<file path="config.mk">
export PLATFORM = sky130hd
export DESIGN_NAME = ysyx_220053_mem_arbiter
export DESIGN_NICKNAME = d
export VERILOG_FILES = /design/src/rtl/ysyx_220053_mem_arbiter_pkg.sv /design/src/rtl/ysyx_220053_mem_arb_pick.sv /design/src/rtl/ysyx_220053_mem_arbiter.sv
export SDC_FILE = /design/constraint.sdc
export NUM_CORES = 1
export LEC_CHECK = 0
export BUFFER_PORTS_ARGS = -buffer_cell sky130_fd_sc_hd__buf_2
export CORE_AREA = 2 2 194 196
export CTS_BUF_LIST = sky130_fd_sc_hd__clkbuf_8 sky130_fd_sc_hd__clkbuf_16
export CTS_CLUSTER_DIAMETER = 40
export DETAILED_ROUTE_END_ITERATION = 8
export DIE_AREA = 0 0 196 198
export MAX_ROUTING_LAYER = met4
export PLACE_DENSITY = 0.56
export SYNTH_ARGS = -nofsm -noshare
export SYNTH_HDL_FRONTEND = slang
export SYNTH_SLANG_ARGS = --single-unit
</file>
<file path="constraint.sdc">
create_clock -name clk -period 2.2 [get_ports clk]
set_input_delay 0 -clock clk [delete_from_list [all_inputs] [get_ports clk]]
set_output_delay 0 -clock clk [all_outputs]
set_load 0.005 [all_outputs]
</file>
<file path="src/rtl/ysyx_220053_mem_arbiter_pkg.sv">
// Shared definitions for the IFU/LSU data-memory arbiter: MemOp codes,
// FSM state encoding and transaction owner encoding.
package ysyx_220053_mem_arbiter_pkg;

   // MemOp: bit2 = zero-extend, [1:0] = size (00 word, 01 byte, 10 half, 11 double)
   localparam logic [2:0] MEMOP_W  = 3'b000;
   localparam logic [2:0] MEMOP_B  = 3'b001;
   localparam logic [2:0] MEMOP_H  = 3'b010;
   localparam logic [2:0] MEMOP_D  = 3'b011;
   localparam logic [2:0] MEMOP_WU = 3'b100;
   localparam logic [2:0] MEMOP_BU = 3'b101;
   localparam logic [2:0] MEMOP_HU = 3'b110;

   // Wide enough for the largest allowed STARVE_MAX (15)
   localparam int STARVE_CNT_W = 4;

   typedef enum logic [1:0] {
      ST_IDLE  = 2'd0,
      ST_ISSUE = 2'd1,
      ST_WAIT  = 2'd2,
      ST_RESP  = 2'd3
   } arb_state_e;

   typedef enum logic [1:0] {
      OWN_NONE = 2'd0,
      OWN_IFU  = 2'd1,
      OWN_LSU  = 2'd2
   } arb_owner_e;

endpackage

</file>
<file path="src/rtl/ysyx_220053_mem_arb_pick.sv">
// Combinational requester pick: LSU has priority unless the IFU has been
// passed over STARVE_MAX times in a row, in which case the IFU wins.
module ysyx_220053_mem_arb_pick
   import ysyx_220053_mem_arbiter_pkg::*;
#(
   parameter int STARVE_MAX = 4
) (
   input  logic                    ifu_valid,
   input  logic                    lsu_valid,
   input  logic [STARVE_CNT_W-1:0] starve_cnt,
   output logic                    grant_ifu,
   output logic                    grant_lsu
);

   logic ifu_starved;

   assign ifu_starved = ifu_valid && (starve_cnt == STARVE_CNT_W'(STARVE_MAX));

   // At most one grant; the IFU takes the slot whenever the LSU does not
   always_comb begin
      grant_lsu = lsu_valid && !ifu_starved;
      grant_ifu = ifu_valid && !grant_lsu;
   end

endmodule

</file>
<file path="src/rtl/ysyx_220053_mem_arbiter.sv">
// Shares one data-memory port between the IFU and the LSU. One transaction
// is in flight at a time: grant in IDLE, present to memory in ISSUE, wait for
// the read data in WAIT, pulse the owner's response in RESP.
module ysyx_220053_mem_arbiter
   import ysyx_220053_mem_arbiter_pkg::*;
#(
   parameter int ADDR_W     = 64,
   parameter int DATA_W     = 64,
   parameter int STARVE_MAX = 4
) (
   input  logic              clk,
   input  logic              rst,
   input  logic              ifu_req_valid,
   output logic              ifu_req_ready,
   input  logic [ADDR_W-1:0] ifu_addr,
   output logic              ifu_resp_valid,
   output logic [31:0]       ifu_rdata,
   input  logic              lsu_req_valid,
   output logic              lsu_req_ready,
   input  logic [ADDR_W-1:0] lsu_addr,
   input  logic [2:0]        lsu_memop,
   input  logic              lsu_wen,
   input  logic [DATA_W-1:0] lsu_wdata,
   output logic              lsu_resp_valid,
   output logic [DATA_W-1:0] lsu_rdata,
   output logic              mem_req_valid,
   input  logic              mem_req_ready,
   output logic [ADDR_W-1:0] mem_addr,
   output logic [2:0]        mem_memop,
   output logic              mem_wen,
   output logic [DATA_W-1:0] mem_wdata,
   input  logic              mem_resp_valid,
   input  logic [DATA_W-1:0] mem_rdata
);

   arb_state_e              state_q;
   arb_owner_e              owner_q;
   logic [STARVE_CNT_W-1:0] starve_q;
   logic                    mem_req_valid_q;
   logic [ADDR_W-1:0]       mem_addr_q;
   logic [2:0]              mem_memop_q;
   logic                    mem_wen_q;
   logic [DATA_W-1:0]       mem_wdata_q;
   logic                    ifu_resp_valid_q;
   logic                    lsu_resp_valid_q;
   logic [31:0]             ifu_rdata_q;
   logic [DATA_W-1:0]       lsu_rdata_q;
   logic                    pick_ifu;
   logic                    pick_lsu;
   logic                    idle;

   assign idle = (state_q == ST_IDLE);

   ysyx_220053_mem_arb_pick #(
      .STARVE_MAX (STARVE_MAX)
   ) u_pick (
      .ifu_valid  (ifu_req_valid),
      .lsu_valid  (lsu_req_valid),
      .starve_cnt (starve_q),
      .grant_ifu  (pick_ifu),
      .grant_lsu  (pick_lsu)
   );

   // Nothing is accepted while reset is held, even if the FSM is already idle
   assign ifu_req_ready  = idle && !rst && pick_ifu;
   assign lsu_req_ready  = idle && !rst && pick_lsu;

   assign mem_req_valid  = mem_req_valid_q;
   assign mem_addr       = mem_addr_q;
   assign mem_memop      = mem_memop_q;
   assign mem_wen        = mem_wen_q;
   assign mem_wdata      = mem_wdata_q;
   assign ifu_resp_valid = ifu_resp_valid_q;
   assign ifu_rdata      = ifu_rdata_q;
   assign lsu_resp_valid = lsu_resp_valid_q;
   assign lsu_rdata      = lsu_rdata_q;

   // Arbitration FSM with registered memory request and response outputs
   always_ff @(posedge clk) begin
      if (rst) begin
         state_q          <= ST_IDLE;
         owner_q          <= OWN_NONE;
         starve_q         <= '0;
         mem_req_valid_q  <= 1'b0;
         mem_addr_q       <= '0;
         mem_memop_q      <= '0;
         mem_wen_q        <= 1'b0;
         mem_wdata_q      <= '0;
         ifu_resp_valid_q <= 1'b0;
         lsu_resp_valid_q <= 1'b0;
         ifu_rdata_q      <= '0;
         lsu_rdata_q      <= '0;
      end else begin
         case (state_q)
            ST_IDLE: begin
               if (pick_lsu) begin
                  mem_addr_q      <= lsu_addr;
                  mem_memop_q     <= lsu_memop;
                  mem_wen_q       <= lsu_wen;
                  mem_wdata_q     <= lsu_wdata;
                  owner_q         <= OWN_LSU;
                  mem_req_valid_q <= 1'b1;
                  state_q         <= ST_ISSUE;
                  // Count only grants that made a waiting IFU lose
                  if (ifu_req_valid && (starve_q != STARVE_CNT_W'(STARVE_MAX))) begin
                     starve_q <= starve_q + STARVE_CNT_W'(1);
                  end
               end else if (pick_ifu) begin
                  mem_addr_q      <= ifu_addr;
                  mem_memop_q     <= MEMOP_WU;
                  mem_wen_q       <= 1'b0;
                  mem_wdata_q     <= '0;
                  owner_q         <= OWN_IFU;
                  mem_req_valid_q <= 1'b1;
                  state_q         <= ST_ISSUE;
                  starve_q        <= '0;
               end
            end
            ST_ISSUE: begin
               // A response in this state is not ours yet and is dropped
               if (mem_req_ready) begin
                  mem_req_valid_q <= 1'b0;
                  state_q         <= ST_WAIT;
               end
            end
            ST_WAIT: begin
               if (mem_resp_valid) begin
                  state_q <= ST_RESP;
                  if (owner_q == OWN_IFU) begin
                     ifu_rdata_q      <= mem_rdata[31:0];
                     ifu_resp_valid_q <= 1'b1;
                  end else begin
                     lsu_rdata_q      <= mem_rdata;
                     lsu_resp_valid_q <= 1'b1;
                  end
               end
            end
            ST_RESP: begin
               ifu_resp_valid_q <= 1'b0;
               lsu_resp_valid_q <= 1'b0;
               owner_q          <= OWN_NONE;
               state_q          <= ST_IDLE;
            end
            default: begin
               state_q <= ST_IDLE;
            end
         endcase
      end
   end

endmodule

</file>
==> summary.txt <==
Outcome
  – Outcome: complete, no violations

Timing
  – Slew HR: roughly 44%
  – Fin. Hold Viols: 0
  – Achievable Freq: 480.7 MHz
  – Fin crit period: 2.080 ns
  – Final hold slack: 0.2202 ns
  – # setup viols final: 0
  – Worst-Margin Slew: 0.8426 ns
  – Fin crit share: a little over nine tenths
  – Fin Clk Skew: 0.01722 ns
  – Pins Over Slew Limit: 0

Synthesis
  – Number of synthesized flops with an enable pin: 0
  – Post-synth top flop: dfxtp_1
  – Yosys reg bits: 239
  – Yosys warnings: 0
  – Distinct cells, synth: 40
  – Synth area leader: dfxtp_1
  – Asr flop ratio synth: 0%
  – Synth top area cells: dfxtp_1, a32oi_1, a21oi_1, o2111ai_1, o21ai_0
  – Synth Net Count: between 1k and 1.5k
  – Post-synth top area share: 49.75%
  – Most common cell in the netlist: dfxtp_1
  – Mapped Area: 9617 um2
  – Register area share after synthesis: 49.75%
  – Mapped Cells: 1059
  – Synthesized area per cell: 9.081 um2
  – Synth cell count leaders: dfxtp_1, a21oi_1, a32oi_1, nor2_1, nand2_1

Floorplan
  – Core Footprint: 36960 um2
  – Die W: 196 um
  – Starting Density: 26.02%
  – Die ar.: 38810 um2
  – Vert. Die Dim: 198 um
  – I/O pin total: 499
  – Num rows: 71

Global routing
  – M3 GR Usage: 5.587%
  – Congestion Overflow GR: 0
  – Largest net degree at the start of global routing: 80
  – Met2 Use GR: 35.48%
  – Layer with the highest usage: met2
  – First-pass GRT wire length: 64760 um
  – Initial antenna violation count: 2
  – Vias in the first global route: about 12k
  – GR Util All Layers: roughly 21%
  – Met1 GRT Util: a little under a quarter

Pwr
  – Clock power frac: approximately two fifths
  – Internal: 11.47 mW
  – Flop pwr share: 31.3%
  – Switching share of power: 33.26%
  – Pwr dens: 1031 nW/um2
  – Net Sw Power: 5.718 mW
  – Max VDD drop: 0.7423 mV
  – Logic pwr share: a little under a third
  – Lkg Pwr: 7.136 nW

Clock network
  – Sink Count: 239
  – CTS Root Cell: clkbuf_16
  – Num CTS Buffers: 42
  – Worst-Skew Late Latency: roughly 0.55 ns
  – CTS tree: done
  – Reg clk slew, reported paths: 0.05 ns
  – # H-tree levels: 2
  – Maximum buffer depth of the clock tree: 3

Placed design
  – Placer Congestion: 0.7845
  – Port Buffers: 498
  – Placed cell count: 1925
  – Hpwl dp: 25860 um

Worst setup path
  – Reg2reg end: mem_addr[4]
  – Crit path buffers/inverters: 3
  – CP arrival: 2.52 ns
  – FF-to-FF Start: state_q[0]
  – CP Depth: 7
  – Crit. Startpoint: state_q[0]
  – CP required: 2.64 ns
  – Crit path cell chain: inv_2, ha_4, o21ai_4, buf_12, a32oi_1, a21oi_1, dlygate4sd3_1
  – Setup crit end: mem_addr[4]
  – Startpoint Class: register
  – CP delay by family, top: buffers and inverters
  – Crit-path max FO: 41
  – R2R depth: 7
  – R2R setup slack: about 0.12 ns
  – Crit end category: register
  – CP Class: reg2reg
  – Largest stage delay, worst path: ~0.55 ns
  – Slowest CP cell: dlygate4sd3_1

Final layout
  – Layout cells sized above 1: roughly a third
  – Cell Count, Final, Fillers Out: 2275
  – Area Growth Syn to Fin: 73.41%
  – Register Area: 4787 um2
  – Multi-input gate area: slightly above 4000 um2
  – Fillers: 3487
  – Nets: 2040

Routing
  – Total Routed Length: 43150 um
  – Vias per cell: 5.189
  – Wirelength per Cell: 18.97 um
  – Final ANT Viol Nets: 0
  – DR iter-0 viols: 613
  – DR pass1 iterations: 4
  – DRC viols: 0
  – Via count: 11.81k

Run
  – Max Cap Viol: 0

Hold path
  – Worst hold-check path type: in2reg
==> logic make-up (layout without fill, tap and decap cells) <==
logic type | count (synthesis) | in the layout | share of synthesized area [%]
AOI/OAI and AO/OA | 438 | 438 | 30.84
xor gates and xnor gates | 2 | 2 | 0.1822
adders and majority gates | 7 | 7 | 0.9107
buffers and inverters | 142 | 882 | 7.455
DFF | 239 | 239 | 49.75
muxes | 2 | 2 | 0.2082
other | 0 | 2 | 0
and+or+nand+nor | 229 | 229 | 10.66
==> what timing repair did <==
item / 4_1_cts / 5_1_grt
gates resized for setup: 0 / 9
setup endpoints to repair: 0 / 7
hold buffers: 267 / 0
endpoints found under the hold margin: 235 / 0
buffers inserted: 0 / 3
==> state kept, by name (all words and copies together), names as in the netlist, 2 cells and up <==
register,count
lsu_rdata,64
starve_q,4
state_q,2
ifu_rdata,32
mem_wdata,64
mem_addr,64
mem_memop,3
owner_q,2
==> cell type report <==
cell class / count / share of cell area, %
inverter: 7 / 0.1576
sequential: 239 / 28.71
clock buffer: 45 / 6.618
antenna: 2 / 0.03001
tap: 474 / 3.556
timing repair buffer: 799 / 34.03
multi-input combinational: 678 / 24.89
clock inverter: 31 / 2.011
==> cells in the final DEF, fill, tap and decap left out, types with 3 or more instances in the layout <==
master	count
buf_2	497
dlygate4sd3_1	267
dfxtp_1	237
a21oi_1	164
a32oi_1	132
nor2_1	71
o21ai_0	68
nand2_1	67
nand3_1	66
o2111ai_1	64
clkbuf_16	45
buf_4	15
buf_12	15
inv_1	9
clkinv_2	9
ha_1	6
clkinv_4	6
bufinv_16	5
or3_1	4
inv_2	3
nor3_1	3
nand2b_1	3
clkbuf_8	3
==> worst min path at each step <==
stage                  from            to  slack, ns  cells after the start
6_report       lsu_memop[2]  mem_memop[2]       0.22                      3
5_1_grt        lsu_memop[2]  mem_memop[2]       0.18                      3
4_1_cts        lsu_memop[2]  mem_memop[2]       0.17                      3
3_5_place_dp   lsu_memop[2]  mem_memop[2]       0.23                      2
3_3_place_gp   lsu_memop[2]  mem_memop[2]       0.21                      2
2_1_floorplan  lsu_memop[2]  mem_memop[2]       0.12                      1
==> power groups by stage <==
stage          sequential (mW)  clock [mW]  combinational [mW]
2_1_floorplan             5.46           0                2.80
3_3_place_gp              5.41           0                4.64
3_5_place_dp              5.43           0                4.68
4_1_cts                   5.36        6.76                5.11
5_1_grt                   5.45        6.98                5.67
6_report                  5.38        6.60                5.21
==> layer usage <==
metal / wire (um) / vias to the layer above
met1: 16920 / 5590
met2: 20750 / 615
met3: 3334 / 147
met5: 0 / -
met4: 2153 / 0
li1: - / 5454
==> worst register-to-register path, stage by stage, from the launching register on <==
cell and delay, ns:
dfxtp_2 0.33, inv_2 0.11, ha_4 0.19, o21ai_4 0.23
buf_12 0.27, a32oi_1 0.21, a21oi_1 0.08, dlygate4sd3_1 0.55
==> stage by stage <==
step | instance area (um2) | util (%) | setup WS [ns] | setup TNS (ns) | power (mW)
CTS | 16570 | 44.84 | 0.01436 | 0 | 17.23
floorplan | 9617 | - | 0.5546 | 0 | 8.264
detailed placement | 12460 | 33.71 | 0.3548 | 0 | 10.12
global placement | 12460 | 33.71 | 0.3703 | 0 | 10.05
global route | 16680 | 45.12 | -0.007912 | -0.007912 | 18.10
finish | 16680 | 45.12 | 0.1199 | 0 | 17.19
No activity file was read; power rests on OpenSTA's default activity.
